--- config.mk ---
export PLATFORM = sky130hd
export DESIGN_NAME = neuron_mac_seq_flat
export DESIGN_NICKNAME = d
export VERILOG_FILES = /design/src/rtl/neuron_mac_seq_pkg.sv /design/src/rtl/neuron_mac_seq_if.sv /design/src/rtl/neuron_mac_seq_relu_shift_sat.sv /design/src/rtl/neuron_mac_seq.sv /design/src/flat_wrapper.sv
export SDC_FILE = /design/constraint.sdc
export NUM_CORES = 1
export LEC_CHECK = 0
export ABC_AREA = 1
export CORE_MARGIN = 3
export CORE_UTILIZATION = 60
export CTS_CLUSTER_SIZE = 16
export DETAILED_ROUTE_END_ITERATION = 10
export PLACE_DENSITY = 0.91
export SLEW_MARGIN = 20
export SYNTH_ARGS = -nofsm -noshare
export SYNTH_HDL_FRONTEND = slang
export SYNTH_SLANG_ARGS = --single-unit
--- constraint.sdc ---
create_clock -name clk -period 12 [get_ports clk]
set_input_delay 2.4 -clock clk [delete_from_list [all_inputs] [get_ports clk]]
set_output_delay 2.4 -clock clk [all_outputs]
set_load 0.02 [all_outputs]
--- src/rtl/neuron_mac_seq_pkg.sv ---
// +----------------------------------------------------------------------------
// | neuron_mac_seq_pkg : shared FSM encoding and widths for the neuron MAC stage
// | Revision 1.0
// +----------------------------------------------------------------------------
`default_nettype none

package neuron_mac_seq_pkg;

  typedef enum logic [1:0] {
    ST_IDLE  = 2'd0,
    ST_RUN   = 2'd1,
    ST_DRAIN = 2'd2,
    ST_FINAL = 2'd3
  } state_e;

  // Matches the weight ROM read-port address width.
  localparam int ADDR_W        = 16;
  localparam int DEF_WIDTH     = 8;
  localparam int DEF_ACC_WIDTH = 32;
  localparam int DEF_OUT_WIDTH = 8;

endpackage

`default_nettype wire

--- src/rtl/neuron_mac_seq_if.sv ---
// +----------------------------------------------------------------------------
// | neuron_mac_seq_if : start/bias/ROM/result bundle for one neuron MAC stage
// | Revision 1.0
// +----------------------------------------------------------------------------
`default_nettype none

interface neuron_mac_seq_if
  import neuron_mac_seq_pkg::*;
#(
  parameter int WIDTH     = DEF_WIDTH,
  parameter int ACC_WIDTH = DEF_ACC_WIDTH,
  parameter int OUT_WIDTH = DEF_OUT_WIDTH
) ();

  logic                        start;
  logic signed [ACC_WIDTH-1:0] bias;
  logic [ADDR_W-1:0]           addr_rd;
  logic [WIDTH-1:0]            weight_in;
  logic [WIDTH-1:0]            act_in;
  logic                        busy;
  logic                        done;
  logic [OUT_WIDTH-1:0]        result;
  logic signed [ACC_WIDTH-1:0] acc_out;

  modport slave (
    input  start, bias, weight_in, act_in,
    output addr_rd, busy, done, result, acc_out
  );

  modport master (
    output start, bias, weight_in, act_in,
    input  addr_rd, busy, done, result, acc_out
  );

endinterface

`default_nettype wire

--- src/rtl/neuron_mac_seq_relu_shift_sat.sv ---
// +----------------------------------------------------------------------------
// | relu_shift_sat : combinational ReLU, arithmetic right shift, unsigned saturate
// | Revision 1.0
// +----------------------------------------------------------------------------
`default_nettype none

module relu_shift_sat #(
  parameter int IN_WIDTH  = 32,
  parameter int OUT_WIDTH = 8,
  parameter int SHIFT     = 0
) (
  input  logic signed [IN_WIDTH-1:0] value_i,
  output logic [OUT_WIDTH-1:0]       result_o
);

  logic [IN_WIDTH-1:0] shifted;
  logic                ovf;

  assign shifted = value_i >>> SHIFT;
  assign ovf     = |shifted[IN_WIDTH-1:OUT_WIDTH];

  always_comb begin
    result_o = shifted[OUT_WIDTH-1:0];
    if (value_i[IN_WIDTH-1]) begin
      result_o = '0;
    end else if (ovf) begin
      result_o = '1;
    end
  end

endmodule

`default_nettype wire

--- src/rtl/neuron_mac_seq.sv ---
// +----------------------------------------------------------------------------
// | neuron_mac_seq : sequences weight ROM reads, accumulates the signed dot
// | product, then adds bias and applies ReLU/shift/saturate. Revision 1.0
// +----------------------------------------------------------------------------
`default_nettype none

module neuron_mac_seq
  import neuron_mac_seq_pkg::*;
#(
  parameter int WIDTH     = DEF_WIDTH,
  parameter int N_INPUTS  = 784,
  parameter int ACC_WIDTH = DEF_ACC_WIDTH,
  parameter int SHIFT     = 0,
  parameter int OUT_WIDTH = DEF_OUT_WIDTH
) (
  input  logic             clk,
  input  logic             rst_n,
  neuron_mac_seq_if.slave  bus
);

  localparam logic [ADDR_W-1:0] LAST_ADDR = ADDR_W'(N_INPUTS - 1);
  localparam int                PROD_W    = 2 * WIDTH + 1;

  state_e                      state_q;
  logic [ADDR_W-1:0]           addr_q;
  logic                        valid_q;
  logic                        busy_q;
  logic                        done_q;
  logic signed [ACC_WIDTH-1:0] acc_q;
  logic signed [ACC_WIDTH-1:0] bias_q;
  logic signed [ACC_WIDTH-1:0] acc_out_q;
  logic [OUT_WIDTH-1:0]        result_q;

  logic signed [PROD_W-1:0]    w_ext;
  logic signed [PROD_W-1:0]    a_ext;
  logic signed [PROD_W-1:0]    prod;
  logic signed [ACC_WIDTH-1:0] acc_d;
  logic signed [ACC_WIDTH-1:0] sum;
  logic [OUT_WIDTH-1:0]        result_d;

  // Weight is signed, activation unsigned; one spare bit keeps the product exact.
  assign w_ext = {{(WIDTH + 1){bus.weight_in[WIDTH-1]}}, bus.weight_in};
  assign a_ext = {{(WIDTH + 1){1'b0}}, bus.act_in};
  assign prod  = w_ext * a_ext;
  assign acc_d = valid_q ? acc_q + {{(ACC_WIDTH - PROD_W){prod[PROD_W-1]}}, prod} : acc_q;
  assign sum   = acc_q + bias_q;

  relu_shift_sat #(
    .IN_WIDTH  (ACC_WIDTH),
    .OUT_WIDTH (OUT_WIDTH),
    .SHIFT     (SHIFT)
  ) u_relu_shift_sat (
    .value_i  (sum),
    .result_o (result_d)
  );

  always_ff @(posedge clk) begin
    if (!rst_n) begin
      state_q   <= ST_IDLE;
      addr_q    <= '0;
      valid_q   <= 1'b0;
      busy_q    <= 1'b0;
      done_q    <= 1'b0;
      acc_q     <= '0;
      bias_q    <= '0;
      acc_out_q <= '0;
      result_q  <= '0;
    end else begin
      done_q  <= 1'b0;
      // ROM data arrives one cycle after its address, so the flag trails RUN.
      valid_q <= (state_q == ST_RUN);
      acc_q   <= acc_d;
      case (state_q)
        ST_IDLE: begin
          if (bus.start) begin
            bias_q  <= bus.bias;
            acc_q   <= '0;
            busy_q  <= 1'b1;
            state_q <= ST_RUN;
          end
        end
        ST_RUN: begin
          if (addr_q == LAST_ADDR) begin
            state_q <= ST_DRAIN;
          end else begin
            addr_q <= addr_q + 1'b1;
          end
        end
        ST_DRAIN: begin
          state_q <= ST_FINAL;
        end
        ST_FINAL: begin
          acc_out_q <= sum;
          result_q  <= result_d;
          done_q    <= 1'b1;
          busy_q    <= 1'b0;
          addr_q    <= '0;
          state_q   <= ST_IDLE;
        end
        default: begin
          state_q <= ST_IDLE;
        end
      endcase
    end
  end

  assign bus.addr_rd = addr_q;
  assign bus.busy    = busy_q;
  assign bus.done    = done_q;
  assign bus.result  = result_q;
  assign bus.acc_out = acc_out_q;

endmodule

`default_nettype wire

--- src/flat_wrapper.sv ---
// flat-port wrapper written by rule: the top's interface ports become plain ports
module neuron_mac_seq_flat import neuron_mac_seq_pkg::*;
#(
  parameter int WIDTH     = DEF_WIDTH,
  parameter int N_INPUTS  = 784,
  parameter int ACC_WIDTH = DEF_ACC_WIDTH,
  parameter int SHIFT     = 0,
  parameter int OUT_WIDTH = DEF_OUT_WIDTH
)
  (clk, rst_n, bus_start, bus_bias, bus_weight_in, bus_act_in, bus_addr_rd, bus_busy, bus_done, bus_result, bus_acc_out);
  neuron_mac_seq_if #(.WIDTH(WIDTH), .ACC_WIDTH(ACC_WIDTH), .OUT_WIDTH(OUT_WIDTH)) bus_i ();
  input  logic clk;
  input  logic rst_n;
  input wire logic [$bits(bus_i.start)-1:0] bus_start;
  input wire logic [$bits(bus_i.bias)-1:0] bus_bias;
  input wire logic [$bits(bus_i.weight_in)-1:0] bus_weight_in;
  input wire logic [$bits(bus_i.act_in)-1:0] bus_act_in;
  output wire logic [$bits(bus_i.addr_rd)-1:0] bus_addr_rd;
  output wire logic [$bits(bus_i.busy)-1:0] bus_busy;
  output wire logic [$bits(bus_i.done)-1:0] bus_done;
  output wire logic [$bits(bus_i.result)-1:0] bus_result;
  output wire logic [$bits(bus_i.acc_out)-1:0] bus_acc_out;
  assign bus_i.start = bus_start;
  assign bus_i.bias = bus_bias;
  assign bus_i.weight_in = bus_weight_in;
  assign bus_i.act_in = bus_act_in;
  assign bus_addr_rd = bus_i.addr_rd;
  assign bus_busy = bus_i.busy;
  assign bus_done = bus_i.done;
  assign bus_result = bus_i.result;
  assign bus_acc_out = bus_i.acc_out;
  neuron_mac_seq #(.WIDTH(WIDTH), .N_INPUTS(N_INPUTS), .ACC_WIDTH(ACC_WIDTH), .SHIFT(SHIFT), .OUT_WIDTH(OUT_WIDTH)) u_core (.clk(clk), .rst_n(rst_n), .bus(bus_i));
endmodule
**Word-level counts from Yosys, hierarchy flattened**

Index checks and enable logic that the tools add are counted.

- Flip-flop bits (word level): 125
- Input bits: 51
- Word-level logic and storage cells: 41

- Muxes and demuxes: 13
- Eq/ne operators: 7
- Multipliers: 1
- Reductions and logical operators: 8
- Add/subtract/negate cells: 3

Operators with widths:

| cell | number |
|---|---|
| 32-bit 2-to-1 mux | 3 |
| 32-bit adder | 2 |
| 16-bit case mux with 2 select lines | 1 |
| 24-bit OR reduction | 1 |
| 8-bit by 9-bit multiplier with 17-bit output | 1 |
| 16-bit by 1-bit adder with 16-bit output (second input constant) | 1 |
| 16-bit by 10-bit == test with 1-bit output (second input constant) | 1 |
| 16-bit 2-to-1 mux | 1 |
| 8-bit 2-to-1 mux | 2 |
| 2-bit case mux with 4 select lines | 1 |
| 2-bit AND reduction | 4 |
| 2-bit != test (second input constant) | 3 |
| 2-bit == test (second input constant) | 2 |
| 2-bit 2-to-1 mux | 2 |
| 2-bit nonzero test | 2 |
| 2-bit by 1-bit == test with 1-bit output (second input constant) | 1 |
| 2-bit logical NOT | 1 |
| 1-bit 2-to-1 mux | 2 |
| 1-bit case mux with 2 select lines | 1 |

**Logic depth before layout (Yosys ltp)**

Gate-level depths: netlist of run 1.

- Depth in word-level cells: 5
- Gate-level depth with buffers: 36
- Gate-level depth less buffers: 35

**Hierarchy**

From an unflattened synthesis of run 1, not the netlist that was laid out.

- Cells, all modules: 1887
- Area total of the unflattened synthesis: 11751.3 um^2

Modules (own cells, without submodules):

| module | area an instance (um^2) | times used | cells each | seq. area each (um^2) |
|---|---|---|---|---|
| neuron_mac_seq | 11563.6 | 1 | 1848 | 2502.4 |
| relu_shift_sat | 187.7 | 1 | 39 | 0.0 |

**Worst setup path before layout of run 1**

No wires, ideal clock.

- Kind: input-to-reg
- From: input bus_weight_in[7]
- To: register u_core.acc_q[31]
- Setup time: 0.113 ns
- Buffers on the path: 0
- Arrival: 7.928 ns
- Slack: 3.959 ns
- Cell stages on the path: 31
- Required time: 11.887 ns
- Path through: clkinv_1 or2_2 fa_1 fa_1 inv_1 fa_1 inv_1 fa_1 inv_1 ha_1 inv_2 o21bai_1 nand2_1 nand2_1 a21oi_1 o21ai_1 nand2_1 nand3_1 nand2_1 ha_1 nand2_1 nor2_1 inv_1 nor4_1 a21oi_1 nand2_1 nor2_1 nor2_1 nand2_1 nor2_1 nor2_1

- Longest elaborated chain between the ends: 5

RTL lines:

| what | line | source |
|---|---|---|
| start: declaration | flat_wrapper.sv:16 | `input wire logic [$bits(bus_i.weight_in)-1:0] bus_weight_in;` |
| 8-bit by 9-bit multiplier with 17-bit output (*) | neuron_mac_seq.sv:44 | `assign prod = w_ext * a_ext;` |
| 32-bit adder (*) | neuron_mac_seq.sv:45 | `assign acc_d = valid_q ? acc_q + {{(ACC_WIDTH - PROD_W){prod[PROD_W-1]}}, prod} : acc_q;` |
| 32-bit 2-to-1 mux (*) | neuron_mac_seq.sv:45 |  |
| 32-bit 2-to-1 mux | neuron_mac_seq.sv:75 | `if (bus.start) begin` |
| 32-bit 2-to-1 mux (*) | neuron_mac_seq.sv:73 | `case (state_q)` |
| end signal: assignment | neuron_mac_seq.sv:64 | `acc_q <= '0;` |
| end signal: assignment | neuron_mac_seq.sv:72 | `acc_q <= acc_d;` |
| end signal: assignment | neuron_mac_seq.sv:77 | `acc_q <= '0;` |
| end: declaration | neuron_mac_seq.sv:29 | `logic signed [ACC_WIDTH-1:0] acc_q;` |

Mark *: on every way between the ends. The rest lies on a longest branch, timed or not.
A chain may end at the register's enable or synchronous reset.

**Worst setup path in the final report of run 1**

Ends and elaborated chain as after synthesis.

==> results.cfg, run 1 <==
[sta]
hold_viol = 0
rsz0062_at_grt = no
max_slew_margin = 0.282
drv_slew = 0
finalSetupViolations = 0
max_freq_mhz = 111
finalCritPeriodShare = 0.748
fin_skew_ns = 0.0109
hold_slack_ns = 0.466
fin_crit_ns = 8.98
setup_ws_ns = 3.02
tightest_slew_ns = 1.08
fin_setup_tns_ns = 0

[grt]
grt_antenna_before_repair = 0
grt_overflow_total = 0
grt_usage = 0.301
grt_pass1_vias = 10948
grt_max_degree = 64
grt_first_pass_wirelength_mm = 50.8

[min_path]
hold_depth = 2
worstHoldPathType = reg -> reg

[detailed_routing]
drcViolationCount = 0
ant_nets = 0
post_drt_wl_per_cell_um = 14.3
drtIter0Drc = 787
vias = 11540
avgViaCountPerCell = 5.40
first_pass_iters = 7
drt-total-wl_mm = 30.6

[clocking]
path_clk_slew_ns = 0.07
clkLatencyLatePin_ns = 0.43
cts_buffers = 17
htreeDepth = 4
cts.sinks = 125
clk_path_buf_depth = 2
clockRootBuffer = clkbuf_16
cts_tree = done
post-cts-setup-buffer-count = 0
postCtsResizedCells = 0
cts_hold_buf = 0

[setup_path]
path_depth = 34
critPathLaunchType = primary input
path_common_cell = nand2_1
critPathMaxStageDelay_ns = 0.60
critical_path_class = in -> reg
cp_num_buf_inv = 7
worstPathMaxFanout = 17
worst_ep_arrival_time_ns = 9.35
cp-end-kind = flip-flop
critPathSlowestCell = ha_1
crit_family = adder cells
reg2reg_depth = 10
required_ns = 12.37

[synthesis]
ys.warnings.count = 0
syn-num-nets = 2010
ys_types = 41
synth_edf_count = 0
ys_ff_latch = 125
syn_area_um2 = 11500
seq_area_frac_synth = 0.218
synthArstFlopShare = 0
postSynthCellCount = 1808
avgSynthCellArea_um2 = 6.34
synth_flop_cell = dfxtp_1

[placed_design]
dp_hpwl_mm = 23.8
place_ws_ns = 2.60
gp_congestion = 0.935
io_buffers = 108
dp_cells = 2104

[power]
p_leak_nw = 7.17
p_total_mw = 2.49
power_density_nw_per_um2 = 186
vdd_drop_max_mv = 0.114

[floorplan]
die_y_um = 144
core.rowCount = 49
start_util = 0.625
die_area_um2 = 20800
ios = 109
die_x_um = 144
core_area_um2 = 18300

[run]
cap_violations = 0

[layout]
final_cells = 2136
nets = 2096
multi_input_area_um2 = 7420
layout_common_cells = nand2_1, inv_1, nor2_1
seqCellArea_um2 = 2500
fillers = 1484
layout_commonest_cell = nand2_1
area_delta_synth_final_pct = 16.4
drive_gt1_frac = 0.0440
n_antenna_cell = 0

[outcome]
status = complete, no violations
==> metrics by stage <==
stage,area (um2),utilization
floorplan,11500,-
global placement,12700,0.692
detailed placement,12700,0.692
CTS,13300,0.727
global route,13300,0.728
finish,13300,0.728
==> logic make-up (layout without fill, tap and decap cells) <==
logic type,after synthesis,count (layout),share of synthesized area
AND/OR/NAND/NOR,826,826,0.300
adder cells (fa/ha/maj),151,151,0.190
buffers and inverters,410,509,0.134
AO/OA/AOI/OAI,253,253,0.124
XOR/XNOR,43,43,0.0329
flip-flops,125,125,0.218
==> final cells by class <==
type                       instances  area share
clock inverter                    15      0.0168
tap                              229      0.0215
inverter                         365       0.103
clock buffer                      17      0.0319
sequential                       125       0.188
timing repair buffer             112      0.0829
multi-input combinational       1273       0.557
==> flip-flops by register name (all words and copies together) (netlist names) <==
name                flops
u_core.valid_q          1
u_core.bus.result       8
u_core.bias_q          32
u_core.bus.done         1
u_core.state_q          2
u_core.bus.acc_out     32
u_core.bus.busy         1
u_core.acc_q           32
u_core.bus.addr_rd     16
==> report_power, final <==
part	internal [mW]	switching, mW
clock	0.356	0.224
combinational	0.481	0.857
sequential	0.498	0.0696
total	1.33	1.15
==> synthesized netlist by cell type, drive strengths merged, types with 9 or more instances <==
| cell type | number | area (um2) |
|---|---|---|
| nand4 | 11 | 68.8 |
| nand3 | 77 | 400 |
| nor3 | 24 | 125 |
| xnor2 | 16 | 140 |
| o211ai | 28 | 210 |
| a21oi | 94 | 470 |
| inv | 360 | 1350 |
| nor2 | 227 | 922 |
| xor2 | 27 | 236 |
| o21ai | 97 | 493 |
| ha | 112 | 1400 |
| fa | 39 | 781 |
| dfxtp | 125 | 2500 |
| or2 | 9 | 58.8 |
| clkbuf | 41 | 154 |
| nand2 | 463 | 1760 |
==> final timing paths <==
kind	start	endpoint	slack (ns)
max reg2reg	u_core.state_q[0]	u_core.acc_q[17]	9.07
max	bus_weight_in[7]	u_core.acc_q[31]	3.02
min	u_core.bus.result[1]	u_core.bus.result[1]	0.47
min reg2reg	u_core.bus.result[1]	u_core.bus.result[1]	0.47
==> metal layers <==
layer | routed length (um) | global-route usage | part of all wire | up-vias
met5 | 0 | 0 | 0 | -
met4 | 934 | 0.107 | 0.030 | 0
met3 | 1570 | 0.0417 | 0.051 | 78
met2 | 14700 | 0.520 | 0.48 | 385
met1 | 13400 | 0.386 | 0.44 | 5281
li1 | - | - | - | 5796
==> worst reg2reg max path, stage by stage, from the launching register on <==
cell      delay, ns
dfxtp_1        0.37
inv_1          0.10
ha_1           0.25
nand2_2        0.49
clkinv_1       0.22
nor2_1         0.13
buf_4          0.26
clkinv_1       0.60
nor2_1         0.28
o21ai_1        0.10
inv_1          0.08
Note: power is estimated with default switching activity, not from simulation.
==> run 2: changes to the inputs <==
--- a/config.mk
+++ b/config.mk
@@ -7,10 +7,10 @@
 export LEC_CHECK = 0
 export ABC_AREA = 1
 export CORE_MARGIN = 3
-export CORE_UTILIZATION = 60
+export CORE_UTILIZATION = 54
 export CTS_CLUSTER_SIZE = 16
 export DETAILED_ROUTE_END_ITERATION = 10
-export PLACE_DENSITY = 0.91
+export PLACE_DENSITY = 0.87
 export SLEW_MARGIN = 20
 export SYNTH_ARGS = -nofsm -noshare
 export SYNTH_HDL_FRONTEND = slang
==> constraint.sdc (replaced) <==
create_clock -name clk -period 8.05 [get_ports clk]
set_input_delay 1.61 -clock clk [delete_from_list [all_inputs] [get_ports clk]]
set_output_delay 1.61 -clock clk [all_outputs]
set_load 0.02 [all_outputs]
==> run 2 against run 1 <==
Compared with the run above:
- sequential cell count unchanged
- routed wire length decreased by 0.77%
- sequential power increased by 50%
- die area increased by 11%
- cell area increased by 0.48%
- clock power increased by 37%
- register-to-register slack got worse by 4.1 ns
- final cell count increased by 2.2%
- first-iteration DRC count decreased by 3.0%
- largest cell class unchanged
- largest power group unchanged
==> results.cfg, run 2 (synthesis results as in run 1) <==
[placed_design]
dp_cells = 2152
place_ws_ns = 0.0689
dp_hpwl_mm = 24.2
gp_congestion = 0.962
io_buffers = 108

[clocking]
cts_tree = done
clockRootBuffer = clkbuf_16
cts.sinks = 125
post-cts-setup-buffer-count = 0
cts_buffers = 17
htreeDepth = 4
clk_path_buf_depth = 2
path_clk_slew_ns = 0.07
clkLatencyLatePin_ns = 0.43
cts_hold_buf = 0
postCtsResizedCells = 0

[floorplan]
die_y_um = 152
core_area_um2 = 20600
start_util = 0.558
die_x_um = 152
ios = 109
die_area_um2 = 23000
core.rowCount = 52

[sta]
finalSetupViolations = 0
max_freq_mhz = 131
max_slew_margin = 0.311
setup_ws_ns = 0.432
hold_viol = 0
rsz0062_at_grt = no
fin_crit_ns = 7.62
fin_setup_tns_ns = 0
fin_skew_ns = 0.0111
tightest_slew_ns = 1.03
drv_slew = 0
finalCritPeriodShare = 0.946

[layout]
nets = 2103
final_cells = 2184
area_delta_synth_final_pct = 16.9
layout_commonest_cell = nand2_1
layout_common_cells = nand2_1, inv_1, nor2_1
n_antenna_cell = 0
drive_gt1_frac = 0.0470
fillers = 1844
fin_util = 0.652

[grt]
grt_max_degree = 64
grt_overflow_total = 0
grt_pass1_vias = 10556
grt_antenna_before_repair = 0
grt_first_pass_wirelength_mm = 49.3
grt_usage = 0.265

[power]
p_leak_nw = 7.18
swShare = 0.467
clkPwrFrac = 0.219
p_seq_frac = 0.234
vdd_drop_max_mv = 0.138
power_density_nw_per_um2 = 271
pwr-share-comb = 0.547
p_int_mw = 1.93
p_total_mw = 3.63
switchingPower_mw = 1.70

[setup_path]
required_ns = 8.36
critPathLaunchType = primary input
worstPathMaxFanout = 4
critical_path_class = in -> reg
critPathMaxStageDelay_ns = 0.54
path_common_cell = nand2_1
worst_ep_arrival_time_ns = 7.93
critPathSlowestCell = fa_1
cp-end-kind = flip-flop

[run]
cap_violations = 0

[outcome]
status = complete, no violations

[detailed_routing]
first_pass_iters = 8
vias = 11517
ant_nets = 0
drt-total-wl_mm = 30.4
drcViolationCount = 0
avgViaCountPerCell = 5.27
post_drt_wl_per_cell_um = 13.9
drtIter0Drc = 763

[min_path]
worstHoldPathType = reg -> reg
-- run 2: area by class of cell --
type | instances | area [um2] | share of cell area
Clock inverter | 15 | 174 | 0.0130
Sequential cell | 125 | 2500 | 0.187
Clock buffer | 17 | 425 | 0.0317
Tap cell | 270 | 338 | 0.0252
Multi-Input combinational cell | 1273 | 7420 | 0.554
Inverter | 365 | 1370 | 0.102
Timing Repair Buffer | 119 | 1170 | 0.0874
-- run 2: metrics by stage --
stage          hold slack [ns]  cell area (um2)
2_1_floorplan            0.462            11500
3_3_place_gp             0.455            12800
3_5_place_dp             0.458            12800
4_1_cts                  0.469            13400
5_1_grt                  0.480            13400
6_report                 0.467            13400
-- run 2: metal layers --
metal | up-vias | routed length, um | global-route usage
met5 | - | 0 | 0
met4 | 0 | 595 | 0.0840
met3 | 47 | 1560 | 0.0348
met2 | 341 | 14900 | 0.465
met1 | 5319 | 13300 | 0.339
li1 | 5810 | - | -
-- run 2: worst max-delay path: cells and delay by family --
family | cells | cell delay (ns)
AND/OR/NAND/NOR | 9 | 1.12
AO/OA/AOI/OAI | 6 | 1.12
XOR/XNOR | 2 | 0.37
adder cells (fa/ha/maj) | 6 | 2.71
buffers and inverters | 8 | 0.99
-- run 2: path summary, 6_finish.rpt --
kind	cells after the start	startpoint	slack [ns]	to
setup reg to reg	10	u_core.state_q[0]	4.98	u_core.acc_q[23]
setup / recovery	31	bus_weight_in[7]	0.43	u_core.acc_q[23]
hold / removal	2	u_core.bus.result[5]	0.47	u_core.bus.result[5]
hold reg to reg	2	u_core.bus.result[5]	0.47	u_core.bus.result[5]
-- run 2: power by group through the flow --
stage	Sequential [mW]	Clock (mW)	Combinational [mW]
global route	0.858	0.826	2.25
finish	0.848	0.796	1.99
floorplan	0.867	0	1.42
detailed placement	0.857	0	1.96
global placement	0.851	0	1.90
CTS	0.845	0.798	1.98
==> run 3: changes to the inputs <==
--- a/config.mk
+++ b/config.mk
@@ -11,7 +11,7 @@
 export CTS_CLUSTER_SIZE = 16
 export DETAILED_ROUTE_END_ITERATION = 10
 export PLACE_DENSITY = 0.87
-export SLEW_MARGIN = 20
+export SLEW_MARGIN = 5
 export SYNTH_ARGS = -nofsm -noshare
 export SYNTH_HDL_FRONTEND = slang
 export SYNTH_SLANG_ARGS = --single-unit
==> results of run 3 <==
Final layout, timing and power as in run 2 (identical DEF).
